==> config.mk <==
export PLATFORM = sky130hd
export DESIGN_NAME = decode_ctrl_stage
export DESIGN_NICKNAME = d
export VERILOG_FILES = /design/src/rtl/decode_ctrl_stage.sv
export SDC_FILE = /design/constraint.sdc
export NUM_CORES = 1
export LEC_CHECK = 0
export BUFFER_PORTS_ARGS = -buffer_cell sky130_fd_sc_hd__buf_4
export CAP_MARGIN = 5
export CORE_ASPECT_RATIO = 0.6
export CORE_MARGIN = 1
export CORE_UTILIZATION = 52
export CTS_CLUSTER_SIZE = 20
export DETAILED_ROUTE_END_ITERATION = 6
export GPL_ROUTABILITY_DRIVEN = 0
export GPL_TIMING_DRIVEN = 0
export PLACE_DENSITY = 0.95
export SETUP_SLACK_MARGIN = 0.05
export SLEW_MARGIN = 5
export SYNTH_ARGS = -nofsm -noshare
export SYNTH_HDL_FRONTEND = slang
export SYNTH_SLANG_ARGS = --single-unit
==> constraint.sdc <==
create_clock -name clk -period 5.9 [get_ports clk]
set_clock_uncertainty 0.1 [all_clocks]
set_input_delay 0.59 -clock clk [delete_from_list [all_inputs] [get_ports clk]]
set_output_delay 0.59 -clock clk [all_outputs]
set_load 0.005 [all_outputs]
==> src/rtl/decode_ctrl_stage.sv <==
// rtl/decode_ctrl_stage.sv - registered RV32I main-control decode stage with handshake and statistics
module decode_ctrl_stage #(
    parameter int PC_WIDTH     = 32,
    parameter int CNT_WIDTH    = 16,
    parameter bit TRAP_ILLEGAL = 1'b1
) (
    input  logic                 clk,
    input  logic                 rst_n,
    input  logic                 in_valid,
    output logic                 in_ready,
    input  logic [31:0]          instr_i,
    input  logic [PC_WIDTH-1:0]  pc_i,
    input  logic                 flush,
    output logic                 out_valid,
    input  logic                 out_ready,
    output logic [31:0]          instr_o,
    output logic [PC_WIDTH-1:0]  pc_o,
    output logic [1:0]           ResultSrc,
    output logic                 MemWrite,
    output logic                 ALUsrc,
    output logic                 RegWrite,
    output logic                 Branch,
    output logic                 Jump,
    output logic                 JumpReg,
    output logic [2:0]           ImmSrc,
    output logic [1:0]           ALUOp,
    output logic                 illegal_o,
    output logic [CNT_WIDTH-1:0] dec_count,
    output logic [CNT_WIDTH-1:0] ill_count
);

    localparam logic [6:0] OP_LOAD   = 7'b0000011;
    localparam logic [6:0] OP_STORE  = 7'b0100011;
    localparam logic [6:0] OP_RTYPE  = 7'b0110011;
    localparam logic [6:0] OP_BRANCH = 7'b1100011;
    localparam logic [6:0] OP_IARITH = 7'b0010011;
    localparam logic [6:0] OP_AUIPC  = 7'b0010111;
    localparam logic [6:0] OP_LUI    = 7'b0110111;
    localparam logic [6:0] OP_JAL    = 7'b1101111;
    localparam logic [6:0] OP_JALR   = 7'b1100111;

    localparam logic [31:0]          NOP_INSTR = 32'h0000_0013;
    localparam logic [CNT_WIDTH-1:0] CNT_MAX   = '1;

    typedef struct packed {
        logic [1:0] result_src;
        logic       mem_write;
        logic       alu_src;
        logic       reg_write;
        logic       branch;
        logic       jump;
        logic       jump_reg;
        logic [2:0] imm_src;
        logic [1:0] alu_op;
        logic       illegal;
    } ctrl_t;

    ctrl_t                 dec;
    ctrl_t                 ctrl_d, ctrl_q;
    logic                  valid_d, valid_q;
    logic [31:0]           instr_d, instr_q;
    logic [PC_WIDTH-1:0]   pc_d, pc_q;
    logic [CNT_WIDTH-1:0]  dec_cnt_d, dec_cnt_q;
    logic [CNT_WIDTH-1:0]  ill_cnt_d, ill_cnt_q;
    logic                  load;
    logic                  consume;

    always_comb begin
        dec = '0;
        unique case (instr_i[6:0])
            OP_LOAD: begin
                dec.result_src = 2'b01;
                dec.alu_src    = 1'b1;
                dec.reg_write  = 1'b1;
            end
            OP_STORE: begin
                dec.mem_write = 1'b1;
                dec.alu_src   = 1'b1;
                dec.imm_src   = 3'b001;
            end
            OP_RTYPE: begin
                dec.reg_write = 1'b1;
                dec.alu_op    = 2'b10;
            end
            OP_BRANCH: begin
                dec.branch  = 1'b1;
                dec.imm_src = 3'b010;
                dec.alu_op  = 2'b01;
            end
            OP_IARITH: begin
                dec.alu_src   = 1'b1;
                dec.reg_write = 1'b1;
                dec.alu_op    = 2'b11;
            end
            OP_AUIPC, OP_LUI: begin
                dec.alu_src   = 1'b1;
                dec.reg_write = 1'b1;
                dec.imm_src   = 3'b011;
            end
            OP_JAL: begin
                dec.result_src = 2'b10;
                dec.alu_src    = 1'b1;
                dec.reg_write  = 1'b1;
                dec.jump       = 1'b1;
                dec.imm_src    = 3'b100;
            end
            OP_JALR: begin
                dec.result_src = 2'b10;
                dec.alu_src    = 1'b1;
                dec.reg_write  = 1'b1;
                dec.jump       = 1'b1;
                dec.jump_reg   = 1'b1;
            end
            default: dec.illegal = TRAP_ILLEGAL;
        endcase
    end

    assign in_ready = ~valid_q | out_ready;
    assign load     = in_valid & in_ready & ~flush;
    // A flush in the same cycle as out_ready still counts: downstream took the bundle.
    assign consume  = valid_q & out_ready;

    always_comb begin
        ctrl_d    = ctrl_q;
        instr_d   = instr_q;
        pc_d      = pc_q;
        valid_d   = valid_q;
        dec_cnt_d = dec_cnt_q;
        ill_cnt_d = ill_cnt_q;

        if (load) begin
            ctrl_d  = dec;
            instr_d = instr_i;
            pc_d    = pc_i;
        end

        if (flush) begin
            valid_d = 1'b0;
        end else if (load) begin
            valid_d = 1'b1;
        end else if (out_ready) begin
            valid_d = 1'b0;
        end

        if (consume) begin
            if (dec_cnt_q != CNT_MAX) begin
                dec_cnt_d = dec_cnt_q + CNT_WIDTH'(1);
            end
            if (ctrl_q.illegal && (ill_cnt_q != CNT_MAX)) begin
                ill_cnt_d = ill_cnt_q + CNT_WIDTH'(1);
            end
        end
    end

    always_ff @(posedge clk or negedge rst_n) begin
        if (!rst_n) begin
            ctrl_q    <= '0;
            instr_q   <= NOP_INSTR;
            pc_q      <= '0;
            valid_q   <= 1'b0;
            dec_cnt_q <= '0;
            ill_cnt_q <= '0;
        end else begin
            ctrl_q    <= ctrl_d;
            instr_q   <= instr_d;
            pc_q      <= pc_d;
            valid_q   <= valid_d;
            dec_cnt_q <= dec_cnt_d;
            ill_cnt_q <= ill_cnt_d;
        end
    end

    assign out_valid = valid_q;
    assign instr_o   = instr_q;
    assign pc_o      = pc_q;
    assign ResultSrc = ctrl_q.result_src;
    assign MemWrite  = ctrl_q.mem_write;
    assign ALUsrc    = ctrl_q.alu_src;
    assign RegWrite  = ctrl_q.reg_write;
    assign Branch    = ctrl_q.branch;
    assign Jump      = ctrl_q.jump;
    assign JumpReg   = ctrl_q.jump_reg;
    assign ImmSrc    = ctrl_q.imm_src;
    assign ALUOp     = ctrl_q.alu_op;
    assign illegal_o = ctrl_q.illegal;
    assign dec_count = dec_cnt_q;
    assign ill_count = ill_cnt_q;

endmodule

[Yosys cells after proc, flatten, opt, wreduce, memory -nomap -nowiden]
Index checks and enable logic that the tools add are counted.
Storage, ports and cells
  input port bits: 69
  logic and storage cells: 56
  output and inout port bits: 112
  bits in registers: 111
Operators by class
  add/sub/neg operators: 2
  multiplexer cells: 13
  bitwise gates (word level): 6
  equal/unequal tests: 11
  reductions and logical operators: 9
Operator list (count)
  16-bit by 1-bit adder with 16-bit output, second input constant: 2
  16-bit inequality test, second input constant: 2
  7-bit by 6-bit == test with 1-bit output, second input constant: 3
  7-bit == test, second input constant: 3
  7-bit by 5-bit == test with 1-bit output, second input constant: 2
  7-bit OR reduction: 2
  3-bit one-hot mux with 4 select lines: 1
  1-bit 2-to-1 mux: 10
  9-bit OR reduction: 1
  7-bit by 2-bit == test with 1-bit output, second input constant: 1
  2-bit one-hot mux with 3 select lines: 1
  2-bit one-hot mux with 2 select lines: 1
  2-bit AND reduction: 2
  2-bit OR reduction: 2
  1-bit AND: 3
  3-bit nonzero test: 1
  1-bit inverter: 2
  1-bit logical AND: 1
  1-bit OR: 1

[Logic depth before layout (Yosys ltp)]
Gate-level depths: netlist (run 1).
  depth after elaboration: 6
  gate-level depth with buffers: 7
  depth with buffers taken out: 6

[Worst setup path before layout (run 1)]
Ideal clock, no wire load.
  kind: reg2reg
  from: register dec_cnt_q[0] (netlist: dec_count[0])
  to: register dec_cnt_q[1] (netlist: dec_count[1])
  cell stages (with the launch flop): 7
  required time: 5672 ps
  buffers on the path: 1
  clock period less this slack: 1944 ps
  arrival time: 1717 ps
  slack: 3956 ps
  library setup time: 128 ps
  cell sequence: dfrtp_1 ha_1 and4_1 buf_2 and3_4 a31oi_4 mux2_1
On the way
  cells in the longest elaborated chain, start to end: 2
  elaborated cells between the ends (all ways): 3
  classes of those cells: add/sub: 1; eq/ne: 1; reduce/logical: 1
Ends and longest elaborated chain
  start: declaration: RTL line 63  | logic [CNT_WIDTH-1:0] dec_cnt_d, dec_cnt_q;
  start signal: assignment: RTL line 168  | dec_cnt_q <= dec_cnt_d;
  branches (longest 2 deep; another with 16-bit by 1-bit adder with 16-bit output)
Several ways; the timed one is not identified.
A chain may end at the register's enable or synchronous reset.

[Worst setup path after layout (run 1)]
Ends and elaborated chain as after synthesis.

==> flow_summary.json, run 1 <==
{
  "num-nets-final": 736,
  "regArea_mm2": 0.002756,
  "synthCells": 474,
  "timing.final.ws_setup_ns": 3.778,
  "power.total_mw": 1.951,
  "period_share_pct": 35.96,
  "wire_per_inst_um": 15.64,
  "grt_start_max_net_pins": 111,
  "netlist_area_mm2": 0.004582,
  "whs_ns": 0.02251,
  "syn2layout_area_growth_pct": 39.98,
  "drtAntennaViolNets": 0,
  "rsz0062_at_grt": "no",
  "gr-total-overflow": 0,
  "required_ns": 6.02,
  "holdBufCountCts": 0,
  "synth_edf_count": 0,
  "core-area_mm2": 0.008523,
  "crit_path_start_kind": "flip-flop",
  "dieHeight_um": 74.71,
  "post_cts_buffers": 0,
  "initial_core_util_pct": 53.76,
  "dpl.hpwl_um": 9088,
  "dieArea_mm2": 0.009203,
  "layout_common_cells": "212 x nand2_1, 179 x buf_4, 107 x dfrtp_1",
  "postLayoutCoreUtil_pct": 75.25,
  "syn_nets": 545,
  "rows": 26,
  "powerDensity_mw_per_mm2": 304.2,
  "cts_tree": "built",
  "synth-async-reset-ratio_pct": 100.0,
  "swShare_pct": 27.13,
  "min_path_type": "input pin to asynchronous set/reset pin",
  "setup_viol": 0,
  "vias": 4030,
  "fill_cells": 597,
  "ys.flop_type": "dfrtp_1",
  "drc": 0,
  "fin_setup_tns_ns": 0,
  "criticalPathCategory": "flip-flop to flip-flop",
  "clock-sinks": 110,
  "leakagePower_nw": 3.405,
  "yosysSeqAreaShare_pct": 60.16,
  "synth_warnings": 0,
  "antenna_cells": 0,
  "drtIter0Drc": 225,
  "grt_pass1_wl_um": 18420,
  "pwr-share-clk_pct": 32.1,
  "syn_area_per_cell_um2": 9.666,
  "vias_per_cell": 5.153,
  "io_pins": 181,
  "clock_path_buffers": 2,
  "seq_power_share_pct": 48.4,
  "path_clk_slew_ns": 0.07,
  "antenna_found_initial": 0,
  "insertion_delay_ns": 0.34,
  "crit_arrival_ns": 2.24,
  "drive_above_1_share_pct": 33.13,
  "grt_use_total_pct": 26.40,
  "cts-resized-gates": 0,
  "crit_fanout": 6,
  "place_inst": 765,
  "p_comb_share_pct": 19.4,
  "end_kind": "flip-flop",
  "hold_viol_final": 0,
  "drv_slew": 0,
  "dr.pass1.iters": 4,
  "final_cell_area_mm2": 0.006414,
  "cts_buffers": 9,
  "place_ws_ns": 3.654,
  "ir_worst_vdd_uv": 264.7,
  "die_x_um": 123.2,
  "io_buffers": 179,
  "fin_crit_ns": 2.122,
  "outcome": "finished clean",
  "synth-seq-cells": 110,
  "p_sw_mw": 0.5295,
  "max_cap_viol_count": 0,
  "p_int_mw": 1.422,
  "cts_root_buf": "clkbuf_16",
  "synth_cell_types": 45,
  "multi_input_area_mm2": 0.001730,
  "stdcell_count": 782,
  "mostFrequentLayoutCell": "nand2_1",
  "maxSlewHeadroom_pct": 58.65,
  "first_global_vias": 3856,
  "tightest_slew_ns": 0.6189,
  "cts-htree-levels": 3,
  "post_dp_cell_area_mm2": 0.006066,
  "wirelength_um": 12230,
  "fmax_mhz": 471.3
}
[path summary, 6_finish.rpt]
kind	from	end	slack (ns)	cells after the start
min in group clk	flush	out_valid	0.31	2
min reg2reg	instr_o[0]	instr_o[0]	0.36	2
max	dec_count[0]	dec_count[1]	3.78	6
max in group asynchronous	rst_n	instr_o[0]	4.97	2
max reg2reg	dec_count[0]	dec_count[1]	3.78	6
min	rst_n	dec_count[11]	0.02	1
[critical path: stages, from the launching register on]
cell and delay (ns):
dfrtp_1 0.44, ha_1 0.26, and4_1 0.20, buf_2 0.16, and3_4 0.20, a31oi_4 0.29, mux2_1 0.36
[cell usage after synthesis, types with 4 or more instances]
library cell | number | area [um^2]
and3_1 | 7 | 43.79
clkbuf_1 | 7 | 26.28
o21ai_0 | 6 | 30.03
xor2_1 | 7 | 61.31
dfrtp_1 | 107 | 2678
nor3_1 | 5 | 25.02
buf_2 | 10 | 50.05
nand4_1 | 6 | 37.54
xnor2_1 | 16 | 140.1
a31oi_1 | 7 | 43.79
nor2_1 | 13 | 48.80
nor2b_1 | 4 | 25.02
nand2_1 | 212 | 795.8
nand3_1 | 17 | 85.08
[power groups by stage]
stage,clock [mW],sequential (mW),combinational [mW]
5_1_grt,0.673,0.957,0.418
3_3_place_gp,0,0.946,0.358
4_1_cts,0.637,0.943,0.380
3_5_place_dp,0,0.956,0.378
6_report,0.627,0.945,0.379
2_1_floorplan,0,0.950,0.122
[cell families (layout without fill, tap and decap cells)]
kind of cell / after synthesis / after routing / share of synthesized area [%]
DFF: 110 / 110 / 60.16
xor gates and xnor gates: 23 / 23 / 4.396
and+or+nand+nor: 279 / 279 / 26.11
buffers and inverters: 21 / 217 / 2.076
adders and majority gates: 2 / 2 / 0.5461
muxes: 4 / 4 / 0.9830
AOI/OAI and AO/OA: 35 / 35 / 5.734
[sequential cells by signal, summed over array words and instances, names as in the netlist, 2 cells and up]
| register | count |
|---|---|
| instr_o | 32 |
| ResultSrc | 2 |
| dec_count | 16 |
| pc_o | 32 |
| ALUOp | 2 |
| ImmSrc | 3 |
| ill_count | 16 |
[layout make-up]
class | count | share of cell area (%)
Buffer | 19 | 1.366
Clock buffer | 11 | 3.941
Clock inverter | 5 | 0.9949
Inverter | 2 | 0.1171
Multi-Input combinational cell | 343 | 26.98
Sequential cell | 110 | 42.98
Tap cell | 112 | 2.185
Timing Repair Buffer | 180 | 21.44
[per-layer routing]
metal	vias to the layer above	wire length (um)	GRT usage (%)	share of wire [%]
met4	0	176	7.229	1.4
li1	1920	-	-	-
met3	19	1042	9.621	8.5
met1	1938	5030	31.78	41
met5	-	0	0	0
met2	153	5979	45.50	49
No activity file was read; power rests on OpenSTA's default activity.
==> run 2: changes to the inputs <==
Settings changed: ABC_AREA set to 1, CORE_UTILIZATION 52 to 45, PLACE_DENSITY 0.95 to 0.88.
Clock period 5.9 ns to 1.7 ns, I/O delays scaled along.
==> run 2 against run 1 <==
The run now ends with DRC left. Critical endpoint unchanged. Sequential power grew to 3.5 times the previous value. Area after synthesis grew 9.9%. Via count grew 30%.
==> flow_summary.json, run 2 <==
{
  "synth_top_family_by_area": "simple AND/OR/NAND/NOR gates",
  "num-nets-final": 982,
  "crit_arrival_ns": 1.79,
  "path_clk_slew_ns": 0.08,
  "grt_pass1_wl_um": 24580,
  "antenna_cells": 0,
  "syn2layout_area_growth_pct": 51.85,
  "dieHeight_um": 83.95,
  "drtAntennaViolNets": 0,
  "synthSimpleGateAreaFrac_pct": 34.68,
  "dr.pass1.iters": 7,
  "yosysTopAreaCell": "dfrtp_1",
  "synth_commonest_cells": "339 x nand2_1, 107 x dfrtp_1, 43 x inv_1, 43 x nor2_1, 33 x nand3_1",
  "io_pins": 181,
  "cts_buffers": 9,
  "drtIter0Drc": 370,
  "end_kind": "flip-flop",
  "synthMuxAreaShare_pct": 0,
  "synthXorXnorAreaFrac_pct": 2.087,
  "clock_path_buffers": 2,
  "crit_fanout": 5,
  "globalRouteMet3Util_pct": 7.458,
  "first_global_vias": 5009,
  "netlist_area_mm2": 0.005036,
  "synth-async-reset-ratio_pct": 100.0,
  "antenna_found_initial": 0,
  "post_dp_cell_area_mm2": 0.006565,
  "required_ns": 1.84,
  "final_cell_area_mm2": 0.007647,
  "dpl.hpwl_um": 9788,
  "timing.final.ws_setup_ns": 0.04339,
  "cts_tree": "built",
  "cts-htree-levels": 3,
  "synth_warnings": 0,
  "syn_area_per_cell_um2": 7.772,
  "fin_crit_ns": 1.657,
  "mostFrequentLayoutCell": "nand2_1",
  "outcome": "finished, violations left",
  "use_met1_pct": 34.46,
  "period_share_pct": 97.45,
  "yosysSeqAreaShare_pct": 54.73,
  "yosys.cell_count.top_type": "nand2_1",
  "violations": "DRC",
  "crit_path_start_kind": "flip-flop",
  "synth_cell_types": 29,
  "top_usage_layer": "met2",
  "criticalPathCategory": "flip-flop to flip-flop",
  "initial_core_util_pct": 46.89,
  "synthCells": 648,
  "max_cap_viol_count": 0,
  "synth_edf_count": 0,
  "fmax_mhz": 603.6,
  "synth-seq-cells": 110,
  "power.total_mw": 7.272,
  "vias_per_cell": 4.972,
  "die_x_um": 138.6,
  "io_buffers": 180,
  "gr-total-overflow": 0,
  "synth_top_area_share_pct": 53.17,
  "core-area_mm2": 0.01074,
  "ir_worst_vdd_uv": 592.9,
  "min_path_type": "input pin to flip-flop",
  "grt_use_total_pct": 26.89,
  "grt_util_met2_pct": 45.27,
  "drc": 12,
  "drv_slew": 0,
  "wire_per_inst_um": 14.64,
  "whs_ns": 0.01396,
  "syn_nets": 719,
  "ys_top_cells_by_area": "dfrtp_1 53%, nand2_1 25%, nand3_1 3.3%, inv_1 3.2%, nor2_1 3.2%",
  "ys.flop_type": "dfrtp_1",
  "maxSlewHeadroom_pct": 32.69,
  "tightest_slew_ns": 1.010,
  "dieArea_mm2": 0.01163,
  "rows": 29,
  "clock-sinks": 110,
  "postLayoutCoreUtil_pct": 71.20,
  "insertion_delay_ns": 0.34,
  "synthAdderAreaFrac_pct": 0.4969,
  "vias": 5245,
  "powerDensity_mw_per_mm2": 950.9,
  "leakagePower_nw": 4.126,
  "setup_viol": 0,
  "layout_common_cells": "336 x nand2_1, 192 x buf_4, 101 x dfrtp_1",
  "synth_compound_area_share_pct": 2.484,
  "drive_above_1_share_pct": 28.06,
  "wirelength_um": 15450,
  "grt_start_max_net_pins": 111,
  "hold_viol_final": 0,
  "place_ws_ns": -0.1253,
  "cts_root_buf": "clkbuf_16"
}
run 2: final timing paths:
kind                         startpoint            to  slack (ns)  cells past startpoint
max                        dec_count[1]  dec_count[1]        0.04                      9
min                          instr_i[6]    instr_o[6]        0.01                      3
max reg2reg                dec_count[1]  dec_count[1]        0.04                      9
min reg2reg                    pc_o[26]      pc_o[26]        0.38                      2
min in group asynchronous         rst_n  dec_count[7]        0.39                      2
max in group asynchronous         rst_n  dec_count[1]        0.33                      2
run 2: cell type report:
cell class / instances / area [um^2]
Fill cell: 830 / 3093
Sequential cell: 110 / 2764
Multi-Input combinational cell: 472 / 2057
Timing Repair Buffer: 252 / 2048
Clock buffer: 10 / 239.0
Tap cell: 139 / 173.9
Inverter: 45 / 171.4
Buffer: 21 / 136.4
Clock inverter: 6 / 57.56
run 2: worst max-delay path: stages (launching register included):
cell and delay, ns:
dfrtp_2 0.42, ha_4 0.17, nand3_2 0.12, inv_2 0.10, nand3_1 0.13, nand2_2 0.12
nand2_4 0.09, buf_4 0.18, nand2_1 0.06, nand2_1 0.05
run 2: logic make-up (layout without fill, tap and decap cells):
group | count (synthesis) | after routing
simple gates | 434 | 434
flops | 110 | 110
buf+inv | 66 | 334
xor+xnor | 12 | 12
fa+ha+maj | 2 | 2
compound gates | 24 | 24
run 2: report_power, final:
part | leakage (nW) | total [mW] | internal [mW] | switching, mW
combinational | 2.58 | 1.84 | 0.998 | 0.839
clock | 0.148 | 2.11 | 1.08 | 1.03
sequential | 1.39 | 3.33 | 2.99 | 0.337
run 2: what timing repair did:
action | in CTS | in global routing
hold buffers | 61 | 0
gates resized for setup | 6 | 43
pin swaps | 1 | 5
buffers inserted | 4 | 4
setup endpoints to repair | 64 | 67
gates cloned | 0 | 3
hold endpoints to repair | 167 | 0
run 2: stage by stage:
step | cells | TNS [ns]
after CTS | 1048 | 0
after detailed placement | 967 | -1.344
final | 1055 | 0
after floorplan | 648 | 0
after global placement | 967 | -0.6640
after global routing | 1055 | -0.07288
run 2: metal layers:
layer | wire (um) | vias up
met2 | 7389 | 220
met5 | 0 | -
met3 | 1214 | 25
li1 | - | 2508
met4 | 213 | 0
met1 | 6632 | 2492
==> run 3: changes to the inputs <==
Settings changed: ABC_AREA 1 to not set, CORE_UTILIZATION 45 to 44.
Clock period 1.7 ns to 1.4 ns, I/O delays scaled along.
==> run 3 against run 2 <==
The run ends with setup timing left. Largest cell class is now buffers. Via count is 3.3% lower. Total power is 29% higher. Wire length rose by 29%. Fmax fell by 11%. Critical path depth fell by 3. Sequential share of layout area is 5.2 points lower. Die area decreased by 6.8%. Global-route usage increased by 4.1 points. Clock power up 16%. Critical path type unchanged. Flip-flop and latch count unchanged.
==> flow_summary.json, run 3 (synthesis results as in run 1) <==
{
  "tightest_slew_ns": 0.6257,
  "hold_viol_final": 0,
  "drtIter0Drc": 297,
  "leakagePower_nw": 4.560,
  "min_path_type": "input pin to flip-flop",
  "cts-htree-levels": 3,
  "antenna_found_initial": 0,
  "setup_viol": 111,
  "crit_path_start_kind": "flip-flop",
  "max_cap_viol_count": 0,
  "fmax_mhz": 536.4,
  "post_dp_cell_area_mm2": 0.006269,
  "dpl.hpwl_um": 8726,
  "vias_per_cell": 5.455,
  "wirelength_um": 19940,
  "fin_crit_ns": 1.864,
  "rsz0062_at_grt": "yes",
  "criticalPathCategory": "flip-flop to flip-flop",
  "violations": "setup timing",
  "initial_core_util_pct": 45.89,
  "end_kind": "flip-flop",
  "cts_tree": "built",
  "io_pins": 181,
  "layout_common_cells": "203 x buf_4, 97 x dfrtp_1, 96 x nand2_2",
  "drtAntennaViolNets": 0,
  "grt_start_max_net_pins": 111,
  "min_to": "out_valid",
  "cts_buffers": 9,
  "path_clk_slew_ns": 0.07,
  "powerDensity_mw_per_mm2": 1050,
  "vias": 5073,
  "dieArea_mm2": 0.01084,
  "dr.pass1.iters": 5,
  "drv_slew": 0,
  "gr-total-overflow": 0,
  "hold_depth": 4,
  "rows": 28,
  "period_share_pct": 133.2,
  "dieHeight_um": 81.05,
  "crit_fanout": 2,
  "r2r_cells": 6,
  "drive_above_1_share_pct": 61.01,
  "ff2ff_setup_slack_ns": -0.46,
  "required_ns": 1.52,
  "num-nets-final": 861,
  "crit_arrival_ns": 1.99,
  "io_buffers": 179,
  "syn2layout_area_growth_pct": 95.14,
  "grt_use_total_pct": 30.96,
  "core-area_mm2": 0.009985,
  "hp-start": "out_ready",
  "mostFrequentLayoutCell": "buf_4",
  "maxSlewHeadroom_pct": 58.29,
  "first_global_vias": 5019,
  "ir_worst_vdd_uv": 872.3,
  "outcome": "finished, violations left",
  "final_cell_area_mm2": 0.008941,
  "clock-sinks": 110,
  "insertion_delay_ns": 0.34,
  "clock_path_buffers": 2,
  "wire_per_inst_um": 21.44,
  "power.total_mw": 9.387,
  "antenna_cells": 0,
  "cts_root_buf": "clkbuf_16",
  "grt_pass1_wl_um": 25450,
  "r2r_start": "dec_count[1]",
  "timing.final.ws_setup_ns": -0.4643,
  "drc": 0,
  "die_x_um": 133.7,
  "r2r-end": "dec_count[13]",
  "fin_setup_tns_ns": -31.28
}
run 3: cell types whose count changed in the layout (fill, tap and decap cells not counted), sizes merged, moves of 8 or more:
cell,delta
a31oi,+8
buf,+46
inv,-47
nand2,-129
nand3,-16
nor2,-35
o21ai,-12
xnor2,+15
run 3: area by class of cell:
type	count	area (um^2)
Fill cell	370	1044
Sequential cell	110	2769
Inverter	2	10.01
Buffer	14	242.7
Clock buffer	11	242.7
Clock inverter	5	33.78
Tap cell	135	168.9
Timing Repair Buffer	310	2818
Multi-Input combinational cell	343	2656
run 3: power by group:
part / total, mW / switching (mW) / leakage (nW) / internal, mW
sequential: 4.11 / 0.495 / 1.39 / 3.62
clock: 2.44 / 1.18 / 0.132 / 1.26
combinational: 2.83 / 1.25 / 3.04 / 1.58
total: 9.39 / 2.93 / 4.56 / 6.46
run 3: worst max-delay path by stage:
| stage | slack, ns | from | endpoint |
|---|---|---|---|
| global placement | -0.51 | dec_count[0] | dec_count[1] |
| floorplan | -0.44 | dec_count[1] | dec_count[1] |
| CTS | -0.47 | dec_count[0] | dec_count[1] |
| finish | -0.46 | dec_count[1] | dec_count[13] |
| global route | -0.51 | dec_count[0] | dec_count[13] |
| detailed placement | -0.53 | dec_count[0] | dec_count[1] |
run 3: worst max-delay path, stage by stage (launching register included):
cell and delay, ns:
dfrtp_1 0.40, ha_2 0.20, and4_4 0.19, and3_4 0.19, a211oi_2 0.34, nand3_1 0.17, xnor2_1 0.16
run 3: metrics by stage:
step                      std cells  util (%)  hold slack (ns)  setup slack, ns
after detailed placement        788     62.78           0.2191          -0.5282
after floorplan                 474         -          -0.2556          -0.4399
after global placement          788     62.78           0.2168          -0.5086
after CTS                       922     82.58          0.01024          -0.4659
after global routing            930     89.55          0.04983          -0.5148
final                           930     89.55          0.02686          -0.4643
run 3: routing by layer:
metal  wire (um)  up-vias  global-route usage (%)
met4         639        0                   12.39
met1        7515     2514                   36.06
met3        1624       58                   7.803
li1            -     2184                       -
met5           0        -                       0
met2       10160      317                   55.60
run 3: repair_timing:
item	4_1_cts	5_1_grt
cloned	10	3
endpoints found under the setup margin	110	112
endpoints found under the hold margin	64	107
pin swaps	112	93
buffers inserted	45	13
resized for setup	156	183
hold buffers	65	1
